File: config.mk
export PLATFORM = sky130hd
export DESIGN_NAME = apb2_master
export DESIGN_NICKNAME = d
export VERILOG_FILES = /design/src/rtl/apb2_master.sv
export SDC_FILE = /design/constraint.sdc
export NUM_CORES = 1
export LEC_CHECK = 0
export CAP_MARGIN = 20
export CORE_ASPECT_RATIO = 1.1
export CORE_MARGIN = 3
export CORE_UTILIZATION = 35
export DETAILED_ROUTE_END_ITERATION = 6
export PLACE_DENSITY = 0.69
export SETUP_SLACK_MARGIN = 0.2
export SYNTH_ARGS = -nofsm -noshare
export SYNTH_HDL_FRONTEND = slang
export SYNTH_SLANG_ARGS = --single-unit
export TNS_END_PERCENT = 30
File: constraint.sdc
create_clock -name pclk -period 1.74 [get_ports pclk]
set_input_delay 0.261 -clock pclk [delete_from_list [all_inputs] [get_ports pclk]]
set_output_delay 0.261 -clock pclk [all_outputs]
set_load 0.01 [all_outputs]
File: src/rtl/apb2_master.sv
`default_nettype none
// ============================================================================
// Module      : apb2_master
// Description : APB2 master bridging a valid/ready command channel to an APB
//               bus and returning each transfer result on a valid/ready
//               response channel. One transfer in flight at a time:
//               IDLE -> SETUP -> ACCESS (wait states) -> RESP -> IDLE.
// Options     : APB2_MASTER_TIMEOUT_EN - when defined, an ACCESS phase that
//               sees pready low for TIMEOUT_CYCLES cycles is abandoned and
//               answered with rsp_err=1, rsp_rdata=0.
// Ports       :
//   pclk, preset_n                  clock, async active-low reset
//   cmd_valid/cmd_ready             command handshake
//   cmd_write/addr/wdata/strb/prot  command fields
//   rsp_valid/rsp_ready             response handshake
//   rsp_rdata, rsp_err              response payload
//   psel, penable, pwrite, paddr,
//   pwdata, pstrb, pprot            APB request
//   prdata, pready, pslverr         APB completion
// Revision    : 1.0 - initial release
// ============================================================================
module apb2_master #(
  parameter int DATA_WIDTH     = 32,
  parameter int ADDR_WIDTH     = 8,
  parameter int TIMEOUT_CYCLES = 16
) (
  input  logic                    pclk,
  input  logic                    preset_n,
  // command channel
  input  logic                    cmd_valid,
  output logic                    cmd_ready,
  input  logic                    cmd_write,
  input  logic [ADDR_WIDTH-1:0]   cmd_addr,
  input  logic [DATA_WIDTH-1:0]   cmd_wdata,
  input  logic [DATA_WIDTH/8-1:0] cmd_strb,
  input  logic [2:0]              cmd_prot,
  // response channel
  output logic                    rsp_valid,
  input  logic                    rsp_ready,
  output logic [DATA_WIDTH-1:0]   rsp_rdata,
  output logic                    rsp_err,
  // APB
  output logic                    psel,
  output logic                    penable,
  output logic                    pwrite,
  output logic [ADDR_WIDTH-1:0]   paddr,
  output logic [DATA_WIDTH-1:0]   pwdata,
  output logic [DATA_WIDTH/8-1:0] pstrb,
  output logic [2:0]              pprot,
  input  logic [DATA_WIDTH-1:0]   prdata,
  input  logic                    pready,
  input  logic                    pslverr
);

  typedef enum logic [1:0] {
    ST_IDLE   = 2'd0,
    ST_SETUP  = 2'd1,
    ST_ACCESS = 2'd2,
    ST_RESP   = 2'd3
  } state_t;

  state_t                  state_q,     state_d;
  logic                    pwrite_q,    pwrite_d;
  logic [ADDR_WIDTH-1:0]   paddr_q,     paddr_d;
  logic [DATA_WIDTH-1:0]   pwdata_q,    pwdata_d;
  logic [DATA_WIDTH/8-1:0] pstrb_q,     pstrb_d;
  logic [2:0]              pprot_q,     pprot_d;
  logic [DATA_WIDTH-1:0]   rsp_rdata_q, rsp_rdata_d;
  logic                    rsp_err_q,   rsp_err_d;

`ifdef APB2_MASTER_TIMEOUT_EN
  localparam int CNT_W = $clog2(TIMEOUT_CYCLES + 1);
  // The final low-pready cycle is the one where the count would reach
  // TIMEOUT_CYCLES, so compare against one less than that.
  localparam logic [CNT_W-1:0] TO_LAST = CNT_W'(TIMEOUT_CYCLES - 1);
  logic [CNT_W-1:0] to_cnt_q, to_cnt_d;
`endif

  // cmd_ready is gated by preset_n directly so it is low during reset and
  // rises the moment reset is released, without waiting for a clock edge.
  assign cmd_ready = preset_n && (state_q == ST_IDLE);
  assign psel      = (state_q == ST_SETUP) || (state_q == ST_ACCESS);
  assign penable   = (state_q == ST_ACCESS);
  assign rsp_valid = (state_q == ST_RESP);
  assign pwrite    = pwrite_q;
  assign paddr     = paddr_q;
  assign pwdata    = pwdata_q;
  assign pstrb     = pstrb_q;
  assign pprot     = pprot_q;
  assign rsp_rdata = rsp_rdata_q;
  assign rsp_err   = rsp_err_q;

  always_comb begin
    state_d     = state_q;
    pwrite_d    = pwrite_q;
    paddr_d     = paddr_q;
    pwdata_d    = pwdata_q;
    pstrb_d     = pstrb_q;
    pprot_d     = pprot_q;
    rsp_rdata_d = rsp_rdata_q;
    rsp_err_d   = rsp_err_q;
`ifdef APB2_MASTER_TIMEOUT_EN
    to_cnt_d    = to_cnt_q;
`endif
    unique case (state_q)
      ST_IDLE: begin
        if (cmd_valid && cmd_ready) begin
          pwrite_d = cmd_write;
          paddr_d  = cmd_addr;
          pwdata_d = cmd_wdata;
          pstrb_d  = cmd_write ? cmd_strb : '0;
          pprot_d  = cmd_prot;
          state_d  = ST_SETUP;
`ifdef APB2_MASTER_TIMEOUT_EN
          to_cnt_d = '0;
`endif
        end
      end
      ST_SETUP: begin
        state_d = ST_ACCESS;
      end
      ST_ACCESS: begin
        if (pready) begin
          rsp_err_d   = pslverr;
          rsp_rdata_d = pwrite_q ? '0 : prdata;
          state_d     = ST_RESP;
        end
`ifdef APB2_MASTER_TIMEOUT_EN
        else if (to_cnt_q == TO_LAST) begin
          rsp_err_d   = 1'b1;
          rsp_rdata_d = '0;
          state_d     = ST_RESP;
        end else begin
          to_cnt_d = to_cnt_q + 1'b1;
        end
`endif
      end
      ST_RESP: begin
        if (rsp_ready) begin
          state_d = ST_IDLE;
        end
      end
      default: state_d = ST_IDLE;
    endcase
  end

  always_ff @(posedge pclk or negedge preset_n) begin
    if (!preset_n) begin
      state_q     <= ST_IDLE;
      pwrite_q    <= 1'b0;
      paddr_q     <= '0;
      pwdata_q    <= '0;
      pstrb_q     <= '0;
      pprot_q     <= '0;
      rsp_rdata_q <= '0;
      rsp_err_q   <= 1'b0;
`ifdef APB2_MASTER_TIMEOUT_EN
      to_cnt_q    <= '0;
`endif
    end else begin
      state_q     <= state_d;
      pwrite_q    <= pwrite_d;
      paddr_q     <= paddr_d;
      pwdata_q    <= pwdata_d;
      pstrb_q     <= pstrb_d;
      pprot_q     <= pprot_d;
      rsp_rdata_q <= rsp_rdata_d;
      rsp_err_q   <= rsp_err_d;
`ifdef APB2_MASTER_TIMEOUT_EN
      to_cnt_q    <= to_cnt_d;
`endif
    end
  end

endmodule
`default_nettype wire

==> out/results.ini <==
[run_status]
status = finished clean

[timing]
finalCriticalPeriod_ns = 1.60
rsz0062_at_grt = yes
slew_violations = 0
maxSlewHeadroom = 0.715
clock.fmax_ghz = 0.624
clock_skew_ns = 0.00426
worst_slew_pin_slew_ns = 0.428
fin_crit_sh = 0.920
setup_viol = 0
hold_violations = 0
tns_ns = 0

[clocking]
cts_tree = yes
cts_htree_levels = 3
clock_latency_ns = 0.34
cts_made_buffers = 9
clk_pin_slew_ns = 0.08
root_buffer = clkbuf_8
cts.path.max_buffers = 2
clkSinkCount = 83

[synth]
syn_area_um2 = 3300
yosysSeqAreaShare = 0.630
yosysWarnings = 0
synth_cell_type_count = 16
synthCells = 267
avgSynthCellArea_um2 = 12.3
synth_seq_cells = 83
synth_fp_nets = 357

[floorplanning]
design.die.area_um2 = 10600
start_util = 0.366
dieHeight_um = 108
rows = 36
io_pins = 171
die_x_um = 98.5
core_um2 = 9010

[global_routing]
antenna_found_initial = 0
grt_pass1_vias = 2725
grt_first_pass_wirelength_um = 13900
grt.overflow.total = 0
grtUsageTotal = 0.167
grt_max_degree = 82

[critical_path]
cp.required_ns = 1.97
cp_max_fo = 2
cp.arrival_ns = 1.83
endpoint_kind = flop
worstSetupStartpointType = flop
crit_type = reg2reg

[placed_design]
place_hpwl_um = 6380
gp_congestion = 0.742
io_buffers = 170

[power]
p_per_area_nw_per_um2 = 1670
ir_drop_mv = 0.847
cellLeakagePower_nw = 2.34

[run]
maxCapViolations = 0

[layout]
nNetsFinal = 537
fin_util = 0.600
fillCellCount = 770
antenna_cells = 0
layout-drive-gt1-share = 0.184
syn_to_final_growth_pct = 63.8

[detailed_routing]
drtIter0Drc = 69
wl_um = 8930
vias_per_cell = 4.61
antenna_left = 0
num_vias = 2609
wl_per_cell_um = 15.8
drtPass1Iterations = 4
drc_errors = 0

[worst_hold_path]
min-delay-path-class = in2async

[cell families (layout without fill, tap and decap cells)]
family	Yosys count	in the layout	share of synthesized area
flip-flops	83	83	0.630
AND/OR/NAND/NOR	77	77	0.113
multiplexers	47	47	0.160
AO/OA/AOI/OAI	37	37	0.0577
buffers and inverters	19	204	0.0239
adder cells (fa/ha/maj)	4	4	0.0152
[registers in the layout, indices dropped and copies added, names as in the netlist]
name	cells
pprot	3
paddr	8
pwrite	1
rsp_rdata	32
pstrb	4
state_q	2
rsp_err	1
pwdata	32
[cell usage after synthesis]
cell      instances  area share
dfrtp_1          83        0.63
mux2_2           45        0.15
nand2_1          42       0.048
o21ai_0          36       0.055
nand2b_1         32       0.061
clkbuf_1          7      0.0080
buf_2             6      0.0091
ha_1              4       0.015
inv_1             4      0.0046
buf_1             2      0.0023
a222oi_1          1      0.0030
and2_1            1      0.0019
mux2_1            1      0.0034
mux2i_1           1      0.0030
nand3_1           1      0.0015
nor2_1            1      0.0011
[cell usage in the layout, fill, tap and decap left out]
master and count:
clkdlybuf4s50_1 162, dfrtp_1 83, mux2_2 45, nand2_1 41
o21ai_0 36, nand2b_1 32, buf_4 10, clkbuf_8 9
buf_2 4, inv_1 3, clkinv_2 3, dlygate4sd2_1 3
ha_4 2, clkinvlp_4 2, clkbuf_1 2, buf_12 2
inv_2 1, and2_1 1, nand3_2 1, nand2_2 1
nor2_1 1, a222oi_1 1, mux2i_1 1, mux2_1 1
ha_1 1, ha_2 1, clkbuf_16 1, dlygate4sd3_1 1
buf_6 1
[layer usage]
layer	up-vias	track usage	wire, µm
li1	1244	-	-
met1	1263	0.198	3660
met3	9	0.0583	641
met2	93	0.284	4550
met4	0	0.0527	83
met5	-	0	0
[repair_timing]
item                                    in CTS  in global routing
endpoints found under the hold margin        2                  0
resized for setup                           25                  0
buffers inserted                             4                  0
gates cloned                                 0                  1
pin swaps                                    2                  1
hold buffers                                 1                  0
endpoints found under the setup margin      50                 94
[final cells by class]
type | instances | area [µm²] | area share
clock buffer | 11 | 131 | 0.0243
inverter | 4 | 15.0 | 0.00278
multi-input combinational | 165 | 1180 | 0.218
timing repair buffer | 184 | 1830 | 0.339
clock inverter | 5 | 30.0 | 0.00556
tap | 114 | 143 | 0.0264
sequential | 83 | 2080 | 0.385
[metrics by stage]
stage                     setup WS (ns)  power (mW)  area [µm²]  cells  hold WS (ns)
final                             0.139        9.03        5400    566        0.0114
after global routing             0.0932        9.63        5400    566        0.0183
after CTS                         0.149        9.14        5380    565        0.0257
after detailed placement         0.0484        7.86        5170    544        0.0969
after global placement           0.0790        7.73        5170    544        0.0965
after floorplan                   0.200        5.19        3300    267       -0.0346
[where the power goes]
group | internal (mW) | switching, mW
sequential | 2.88 | 0.457
clock | 0.513 | 0.688
combinational | 2.70 | 1.80
[final timing paths]
path | startpoint | to | slack [ns] | cells past startpoint
setup / recovery | state_q[1] | state_q[1] | 0.14 | 5
hold / removal | preset_n | pwdata[12] | 0.01 | 2
setup reg to reg | state_q[1] | state_q[1] | 0.14 | 5
hold reg to reg | rsp_rdata[29] | rsp_rdata[29] | 0.48 | 2
max in group asynchronous | preset_n | state_q[1] | 1.23 | 2
min in group pclk | preset_n | state_q[1] | 0.46 | 4
[critical path: stages, from the launching register on]
cell and delay, ns:
dfrtp_1 0.37, inv_1 0.09, ha_4 0.17, buf_4 0.13, a222oi_1 0.36, mux2_1 0.36
No activity file was read; power rests on OpenSTA's default activity.
